===== src/rtl/rs232_receiver.sv =====
// 8N1 serial receiver: 2-flop input synchronizer, mid-bit sampling FSM and a
// level-valid output register with acknowledge, framing error and overrun flags.
module rs232_receiver #(
    parameter int unsigned CLK_FREQ = 50000000,
    parameter int unsigned BAUD     = 115200
) (
    input  logic       CLK50MHZ,
    input  logic       RST,
    input  logic       RxD,
    output logic [7:0] data,
    output logic       data_valid,
    input  logic       data_ack,
    output logic       busy,
    output logic       framing_err,
    output logic       overrun
);

    localparam int unsigned BitClks  = CLK_FREQ / BAUD;
    localparam int unsigned HalfClks = (BitClks / 2 > 0) ? BitClks / 2 : 1;
    localparam int unsigned CntW     = (BitClks > 2) ? $clog2(BitClks) : 1;

    localparam logic [CntW-1:0] BitLast  = CntW'(BitClks - 1);
    localparam logic [CntW-1:0] HalfLast = CntW'(HalfClks - 1);

    typedef enum logic [2:0] {
        StIdle,
        StStart,
        StData,
        StStop,
        StWaitIdle
    } state_e;

    state_e          state_q;
    logic [CntW-1:0] cnt_q;
    logic [2:0]      idx_q;
    logic [7:0]      shift_q;
    logic [7:0]      data_q;
    logic            valid_q;
    logic            fe_q;
    logic            ovr_q;
    logic            rx_meta_q;
    logic            rxs_q;

    // Two-flop synchronizer; resets to the idle (high) line level.
    always_ff @(posedge CLK50MHZ) begin
        if (!RST) begin
            rx_meta_q <= 1'b1;
            rxs_q     <= 1'b1;
        end else begin
            rx_meta_q <= RxD;
            rxs_q     <= rx_meta_q;
        end
    end

    // Frame FSM plus output register, acknowledge and error flag handling.
    always_ff @(posedge CLK50MHZ) begin
        if (!RST) begin
            state_q <= StIdle;
            cnt_q   <= '0;
            idx_q   <= '0;
            shift_q <= '0;
            data_q  <= '0;
            valid_q <= 1'b0;
            fe_q    <= 1'b0;
            ovr_q   <= 1'b0;
        end else begin
            fe_q <= 1'b0;
            // Acknowledge clears; a good frame in the same cycle overrides below.
            if (data_ack && valid_q) begin
                valid_q <= 1'b0;
                ovr_q   <= 1'b0;
            end
            unique case (state_q)
                StIdle: begin
                    cnt_q <= '0;
                    if (!rxs_q) state_q <= StStart;
                end
                StStart: begin
                    if (cnt_q == HalfLast) begin
                        cnt_q   <= '0;
                        idx_q   <= '0;
                        // Line back high at mid start bit: treat as a glitch.
                        state_q <= rxs_q ? StIdle : StData;
                    end else begin
                        cnt_q <= cnt_q + 1'b1;
                    end
                end
                StData: begin
                    if (cnt_q == BitLast) begin
                        cnt_q          <= '0;
                        shift_q[idx_q] <= rxs_q;
                        if (idx_q == 3'd7) begin
                            state_q <= StStop;
                        end else begin
                            idx_q <= idx_q + 3'd1;
                        end
                    end else begin
                        cnt_q <= cnt_q + 1'b1;
                    end
                end
                StStop: begin
                    if (cnt_q == BitLast) begin
                        cnt_q <= '0;
                        if (rxs_q) begin
                            state_q <= StIdle;
                            if (!valid_q || data_ack) begin
                                data_q  <= shift_q;
                                valid_q <= 1'b1;
                            end else begin
                                ovr_q <= 1'b1;
                            end
                        end else begin
                            fe_q    <= 1'b1;
                            state_q <= StWaitIdle;
                        end
                    end else begin
                        cnt_q <= cnt_q + 1'b1;
                    end
                end
                StWaitIdle: begin
                    cnt_q <= '0;
                    if (rxs_q) state_q <= StIdle;
                end
                default: begin
                    cnt_q   <= '0;
                    state_q <= StIdle;
                end
            endcase
        end
    end

    assign data        = data_q;
    assign data_valid  = valid_q;
    assign busy        = (state_q != StIdle);
    assign framing_err = fe_q;
    assign overrun     = ovr_q;

endmodule


===== config.mk =====
export PLATFORM = sky130hd
export DESIGN_NAME = rs232_receiver
export DESIGN_NICKNAME = d
export VERILOG_FILES = /design/src/rtl/rs232_receiver.sv
export SDC_FILE = /design/constraint.sdc
export NUM_CORES = 1
export LEC_CHECK = 0
export BUFFER_PORTS_ARGS = -buffer_cell sky130_fd_sc_hd__buf_2
export CAP_MARGIN = 20
export CORE_MARGIN = 5
export CORE_UTILIZATION = 57
export DETAILED_ROUTE_END_ITERATION = 8
export HOLD_SLACK_MARGIN = 0.03
export PLACE_DENSITY_LB_ADDON = 0.25
export SLEW_MARGIN = 5
export SYNTH_ARGS = -nofsm -noshare
export SYNTH_HDL_FRONTEND = slang
export SYNTH_SLANG_ARGS = --single-unit

===== constraint.sdc =====
create_clock -name CLK50MHZ -period 2.8 [get_ports CLK50MHZ]
set_clock_uncertainty 0.2 [all_clocks]
set_input_delay 0.56 -clock CLK50MHZ [delete_from_list [all_inputs] [get_ports CLK50MHZ]]
set_output_delay 0.56 -clock CLK50MHZ [all_outputs]
set_load 0.05 [all_outputs]

==> metrics.md, run 1 <==
| Metric | Value |
|---|---|
| Critical path startpoint category | flop |
| Critical Path Stages | 2 |
| Antenna violations before repair | 0 |
| FF+latch count, synth | 36 |
| Antenna cells | 0 |
| DRC violations left | 0 |
| Lkg Pwr | 0.713 nW |
| Max incr delay on CP | 0.48 ns |
| Reg2Reg Depth | 5 |
| Clock root cell | clkbuf_4 |
| Unrepaired setup endpoints after global routing | no |
| Largest net degree at the start of global routing | 22 |
| Synth Instances | 173 |
| Core footprint | 2810 um2 |
| Max H-tree Level | 2 |
| Critical Path Start | state_q[1] |
| Max Fclk | 454 MHz |
| Post-CTS Setup Bufs | 0 |
| Post-synth net total | 182 |
| Cell family with most CP delay | simple AND/OR/NAND/NOR gates |
| Final ANT Viol Nets | 0 |
| Clk_lat worst skew | 0.34 ns |
| Ports | 16 |
| YS warnings | 0 |
| Async SR Flop Fraction | 0 |
| Hold Crit Class | in -> reg |
| Fin cells | 219 |
| Register area | 721 um2 |
| First-pass GRT wire length | 5540 um |
| Final worst slack | 0.596 ns |
| Multi-input gate area | 896 um2 |
| Critical path's slowest cell | or3_2 |
| Fin crit period | 2.20 ns |
| Vias per cell | 5.82 |
| First drt pass iteration count | 4 |
| Final setup fails | 0 |
| Power Dens Cells | 527 nW/um2 |
| Buf+Inv Stages, Crit Path | 1 |
| Reg2Reg Capture Point | data[7] |
| Die width | 64.4 um |
| Sum of negative setup slack | 0 ns |
| Reg-to-reg slack, setup | 0.65 ns |
| Crit path arrival time | 1.44 ns |
| Distinct cell type count after synthesis | 45 |
| CTS tree | done |
| # hold bufs at CTS | 0 |
| Slew Limit Fails | 0 |
| Post-DP HPWL | 2260 um |
| Initial core utilization | 0.600 |
| Slew HR | 0.519 |
| 1st-iter DRT viols | 67 |
| Gr usage total | 0.173 |
| Primary FF master, synth | dfxtp_1 |
| Synthesized area | 1680 um2 |
| Crit. End Element | output pin |
| Worst slack at placement | 0.650 ns |
| CP Cell Sequence | or3_2, buf_2 |
| Die height | 64.4 um |
| Layout net count | 197 |
| Max cap viols | 0 |
| Vias | 1274 |
| Port bufs | 15 |
| Register area share after synthesis | 0.428 |
| Vias in the first global route | 1229 |
| CTS clk-pin slew, worst paths | 0.10 ns |
| Final total power | 0.951 mW |
| # fillers | 246 |
| Placed Cells incl. Taps | 212 |
| P&R area growth vs syn | 7.06% |
| Global route total overflow | 0 |
| CP Capture Point | busy |
| Longest Clk Path Bufs | 2 |
| Clock sink count | 36 |
| Crit path kind | reg -> out |
| Post-synth EDFFs | 0 |
| Commonest non-fill, non-tap cells in the layout | dfxtp_1 (36), nor2_1 (22), nand2_1 (20), mux2i_1 (20), buf_2 (15) |
| Post-cts repair resize count | 0 |
| Post-DR wirelength/cell | 14.5 um |
| Worst-path fanout max | 9 |
| Final Hold Vio Count | 0 |
| Status | completed |
| VDD IR-drop max | 0.000345 V |
| R2R Path Start | cnt_q[0] |
| Die Area | 4140 um2 |
| Layout cells sized above 1 | 0.165 |
| Commonest non-fill, non-tap cell in the layout | dfxtp_1 |
| Hold_ws | 0.203 ns |
| Req. time, crit path | 2.04 ns |
| Synth Area per Inst | 9.73 um2 |
| RePlAce Congestion | 0.856 |
| CTS Buf Count | 5 |
| Worst slew pin tran | 0.716 ns |
| Tcrit/Tclk final | 0.787 |
| Detailed Route WL | 3180 um |
| FP Rows | 19 |
-- cell usage after synthesis (all sizes together) (3+ instances only) --
cell / n / area, um2
nor2: 23 / 88.8
nor3b: 3 / 22.5
mux2i: 20 / 200
nand2b: 3 / 18.8
o211ai: 3 / 22.5
xnor2: 4 / 35.0
or3: 4 / 27.5
inv: 5 / 18.8
nand3: 5 / 25.0
nand2: 20 / 75.1
xor2: 4 / 35.0
clkbuf: 4 / 15.0
ha: 5 / 62.6
buf: 4 / 33.8
dfxtp: 36 / 721
-- cell type report --
| cell class | count | share of cell area |
|---|---|---|
| Inverter | 5 | 0.0104 |
| Tap cell | 31 | 0.0215 |
| Clock buffer | 6 | 0.0229 |
| Multi-Input combinational cell | 124 | 0.497 |
| Sequential cell | 36 | 0.400 |
| Clock inverter | 1 | 0.00278 |
| Timing Repair Buffer | 16 | 0.0458 |
-- cells by family after synthesis --
kind of cell             Yosys count  share of synthesized area
AND/OR/NAND/NOR                   76                      0.265
AO/OA/AOI/OAI                     15                     0.0691
adder cells (fa/ha/maj)            5                     0.0371
flip-flops                        36                      0.428
buffers and inverters             13                     0.0401
XOR/XNOR                           8                     0.0416
multiplexers                      20                      0.119
-- state kept, by name, indices dropped and copies added, names as in the netlist, 3 cells and up --
| name | cells |
|---|---|
| cnt_q | 9 |
| data | 8 |
| idx_q | 3 |
| shift_q | 8 |
| state_q | 3 |
-- per-stage QoR --
stage	cell area, um2	util
after floorplan	1680	-
after global placement	1760	0.626
after detailed placement	1760	0.626
after CTS	1800	0.643
after global routing	1800	0.643
final	1800	0.643
-- how the worst min path moves through the flow --
stage               startpoint   endpoint  slack (ns)  cells past startpoint
global route          data_ack    overrun        0.18                      2
floorplan            rx_meta_q      rxs_q        0.19                      1
finish                     RxD  rx_meta_q        0.20                      2
global placement     rx_meta_q      rxs_q        0.19                      1
detailed placement   rx_meta_q      rxs_q        0.20                      1
CTS                        RxD  rx_meta_q        0.19                      2
-- where the power goes --
| group | total (mW) | switching (mW) | internal (mW) |
|---|---|---|---|
| Sequential | 0.541 | 0.0186 | 0.522 |
| Clock | 0.256 | 0.163 | 0.0925 |
| Combinational | 0.154 | 0.0924 | 0.0616 |
| Total | 0.951 | 0.274 | 0.676 |
-- layer usage --
metal | share of wire | routed length, um | vias up | track usage
met5 | 0 | 0 | - | 0
met4 | 0.018 | 58 | 0 | 0.0818
met3 | 0.062 | 198 | 7 | 0.0683
met2 | 0.47 | 1490 | 35 | 0.271
met1 | 0.45 | 1440 | 600 | 0.207
li1 | - | - | 632 | -
Note: power is estimated with default switching activity, not from simulation.
==> run 2, diff against run 1 <==
==> constraint.sdc (replaced) <==
create_clock -name CLK50MHZ -period 2.13 [get_ports CLK50MHZ]
set_clock_uncertainty 0.2 [all_clocks]
set_input_delay 0.426 -clock CLK50MHZ [delete_from_list [all_inputs] [get_ports CLK50MHZ]]
set_output_delay 0.426 -clock CLK50MHZ [all_outputs]
set_load 0.05 [all_outputs]
==> run 2 against run 1 <==
Largest power group unchanged. Design area up 3.5%. Critical path type unchanged. Sequential share of layout area down 1.2 points. Highest routed layer unchanged. First-iteration DRC count down 1.5%. Sequential cell count unchanged.
==> metrics.md, run 2 (synthesis results as in run 1) <==
| Metric | Value |
|---|---|
| Largest net degree at the start of global routing | 17 (-23%) |
| R2R Path Start | state_q[0] |
| Crit. End Element | output pin |
| Max reg flops | 9 (unchanged) |
| Power Dens Cells | 692 nW/um2 (+31%) |
| CTS tree | done |
| DRC violations left | 0 (unchanged) |
| Max cap viols | 0 (unchanged) |
| # fillers | 232 (-5.7%) |
| Initial core utilization | 0.600 (unchanged) |
| Commonest non-fill, non-tap cell in the layout | dfxtp_1 |
| Detailed Route WL | 3120 um (-1.9%) |
| Tcrit/Tclk final | 0.973 |
| Crit path arrival time | 1.45 ns (about the same) |
| Layout net count | 202 (+2.5%) |
| Final Util | 0.665 (+0.0227) |
| Slew Limit Fails | 0 (unchanged) |
| Worst-path fanout max | 9 (unchanged) |
| Worst slew pin tran | 0.445 ns (-0.272 ns) |
| Final Hold Vio Count | 0 (unchanged) |
| Critical path startpoint category | flop |
| Gr usage total | 0.168 (-0.00450) |
| Vias | 1285 (+0.86%) |
| CTS clk-pin slew, worst paths | 0.11 ns (about the same) |
| Slew HR | 0.702 (+0.183) |
| Ports | 16 (unchanged) |
| Reg2Reg Depth | 4 (-1) |
| Final worst slack | 0.0578 ns (-0.538 ns) |
| Final ANT Viol Nets | 0 (unchanged) |
| Commonest non-fill, non-tap cells in the layout | dfxtp_1 (34), nor2_1 (22), nand2_1 (20), mux2i_1 (20), buf_2 (15) |
| Clk_lat worst skew | 0.34 ns (about the same) |
| RePlAce Congestion | 0.846 (-1.2%) |
| Clock root cell | clkbuf_4 |
| # hold bufs at CTS | 0 (unchanged) |
| Final instance area | 1870 um2 (+3.5%) |
| Vias per cell | 5.71 (-1.8%) |
| 1st-iter DRT viols | 66 (-1.5%) |
| Port bufs | 15 (unchanged) |
| First drt pass iteration count | 4 (unchanged) |
| Die height | 64.4 um (unchanged) |
| Vias in the first global route | 1158 (-5.8%) |
| CTS Buf Count | 5 (unchanged) |
| Final setup fails | 0 (unchanged) |
| Top reg by flops | cnt_q |
| Lkg Pwr | 0.743 nW (+4.1%) |
| Fin crit period | 2.07 ns |
| FP Rows | 19 (unchanged) |
| Max H-tree Level | 2 (unchanged) |
| Critical Path Start | state_q[1] |
| Clock sink count | 36 (unchanged) |
| VDD IR-drop max | 0.000525 V (+52%) |
| Post-DP HPWL | 2230 um (-1.3%) |
| Longest Clk Path Bufs | 2 (unchanged) |
| Post-cts repair resize count | 0 (unchanged) |
| Layout cells sized above 1 | 0.211 (+0.0464) |
| Post-DR wirelength/cell | 13.9 um (-4.5%) |
| Antenna cells | 0 (unchanged) |
| Hold_ws | 0.0708 ns (-0.132 ns) |
| Crit path kind | reg -> out |
| Post-CTS Setup Bufs | 0 (unchanged) |
| Worst slack at placement | 0.0871 ns (-0.563 ns) |
| Global route total overflow | 0 (unchanged) |
| Antenna violations before repair | 0 (unchanged) |
| Hold Crit Class | in -> reg |
| Hold worst-path end | overrun |
| Core footprint | 2810 um2 (unchanged) |
| Die width | 64.4 um (unchanged) |
| Worst hold start | data_ack |
| Reg-to-reg slack, setup | 0.10 ns (-0.55 ns) |
| Die Area | 4140 um2 (unchanged) |
| First-pass GRT wire length | 5380 um (-2.9%) |
| Reg2Reg Capture Point | cnt_q[7] |
| Req. time, crit path | 1.50 ns (-0.54 ns) |
| Status | completed |
| Max Fclk | 483 MHz |
| Cell Area, Placed | 1790 um2 (+1.7%) |
| Final total power | 1.29 mW (+36%) |
| Min-Delay Path Depth | 2 (unchanged) |
| P&R area growth vs syn | 10.8% |
==> run 2: cell types whose count changed in the layout (fill, tap and decap cells not counted) <==
cell	change
clkinv_4	+1
dfxtp_1	-2
clkbuf_1	-1
clkinv_2	+1
a2111o_1	+1
dfxtp_2	+2
buf_4	+4
o311ai_1	+1
nor3b_1	-2
o311ai_0	-1
nor3b_2	+2
==> run 2: how the worst max path moves through the flow <==
stage	endpoint	slack (ns)	depth (start not counted)
global placement	cnt_q[3]	0.15	6
detailed placement	cnt_q[4]	0.09	6
finish	busy	0.06	2
floorplan	data[0]	0.19	5
global route	shift_q[1]	-0.01	6
CTS	busy	0.05	2
==> run 2: layer usage <==
metal | track usage | up-vias | wire length (um) | share of wire
met3 | 0.0595 | 5 | 180 | 0.058
met4 | 0.0554 | 0 | 42 | 0.013
met1 | 0.204 | 590 | 1460 | 0.47
met2 | 0.277 | 36 | 1440 | 0.46
met5 | 0 | - | 0 | 0
li1 | - | 654 | - | -
==> run 2: area by class of cell <==
| cell class | count | area, um2 | area share |
|---|---|---|---|
| inverters | 5 | 18.8 | 0.0101 |
| well taps | 31 | 38.8 | 0.0208 |
| multi-input cells | 125 | 917 | 0.491 |
| flip-flops and latches | 36 | 723 | 0.387 |
| clock inverters | 3 | 18.8 | 0.0101 |
| clock buffers | 5 | 37.5 | 0.0201 |
| repair buffers | 20 | 113 | 0.0603 |
==> run 2: through the flow <==
stage | cells | TNS [ns]
after detailed placement | 216 | 0
after CTS | 224 | 0
after global routing | 225 | -0.0123
final | 225 | 0
after global placement | 216 | 0
after floorplan | 173 | 0
==> run 2: worst max-delay path, cell delays in order, from the launching register on <==
cell and delay, ns:
dfxtp_1 0.40, or3_2 0.49, buf_2 0.22
==> run 2: power breakdown <==
group | total, mW | switching [mW] | leakage (nW) | internal (mW)
combinational | 0.230 | 0.134 | 0.416 | 0.0953
sequential | 0.710 | 0.0225 | 0.292 | 0.687
clock | 0.352 | 0.226 | 0.0349 | 0.127
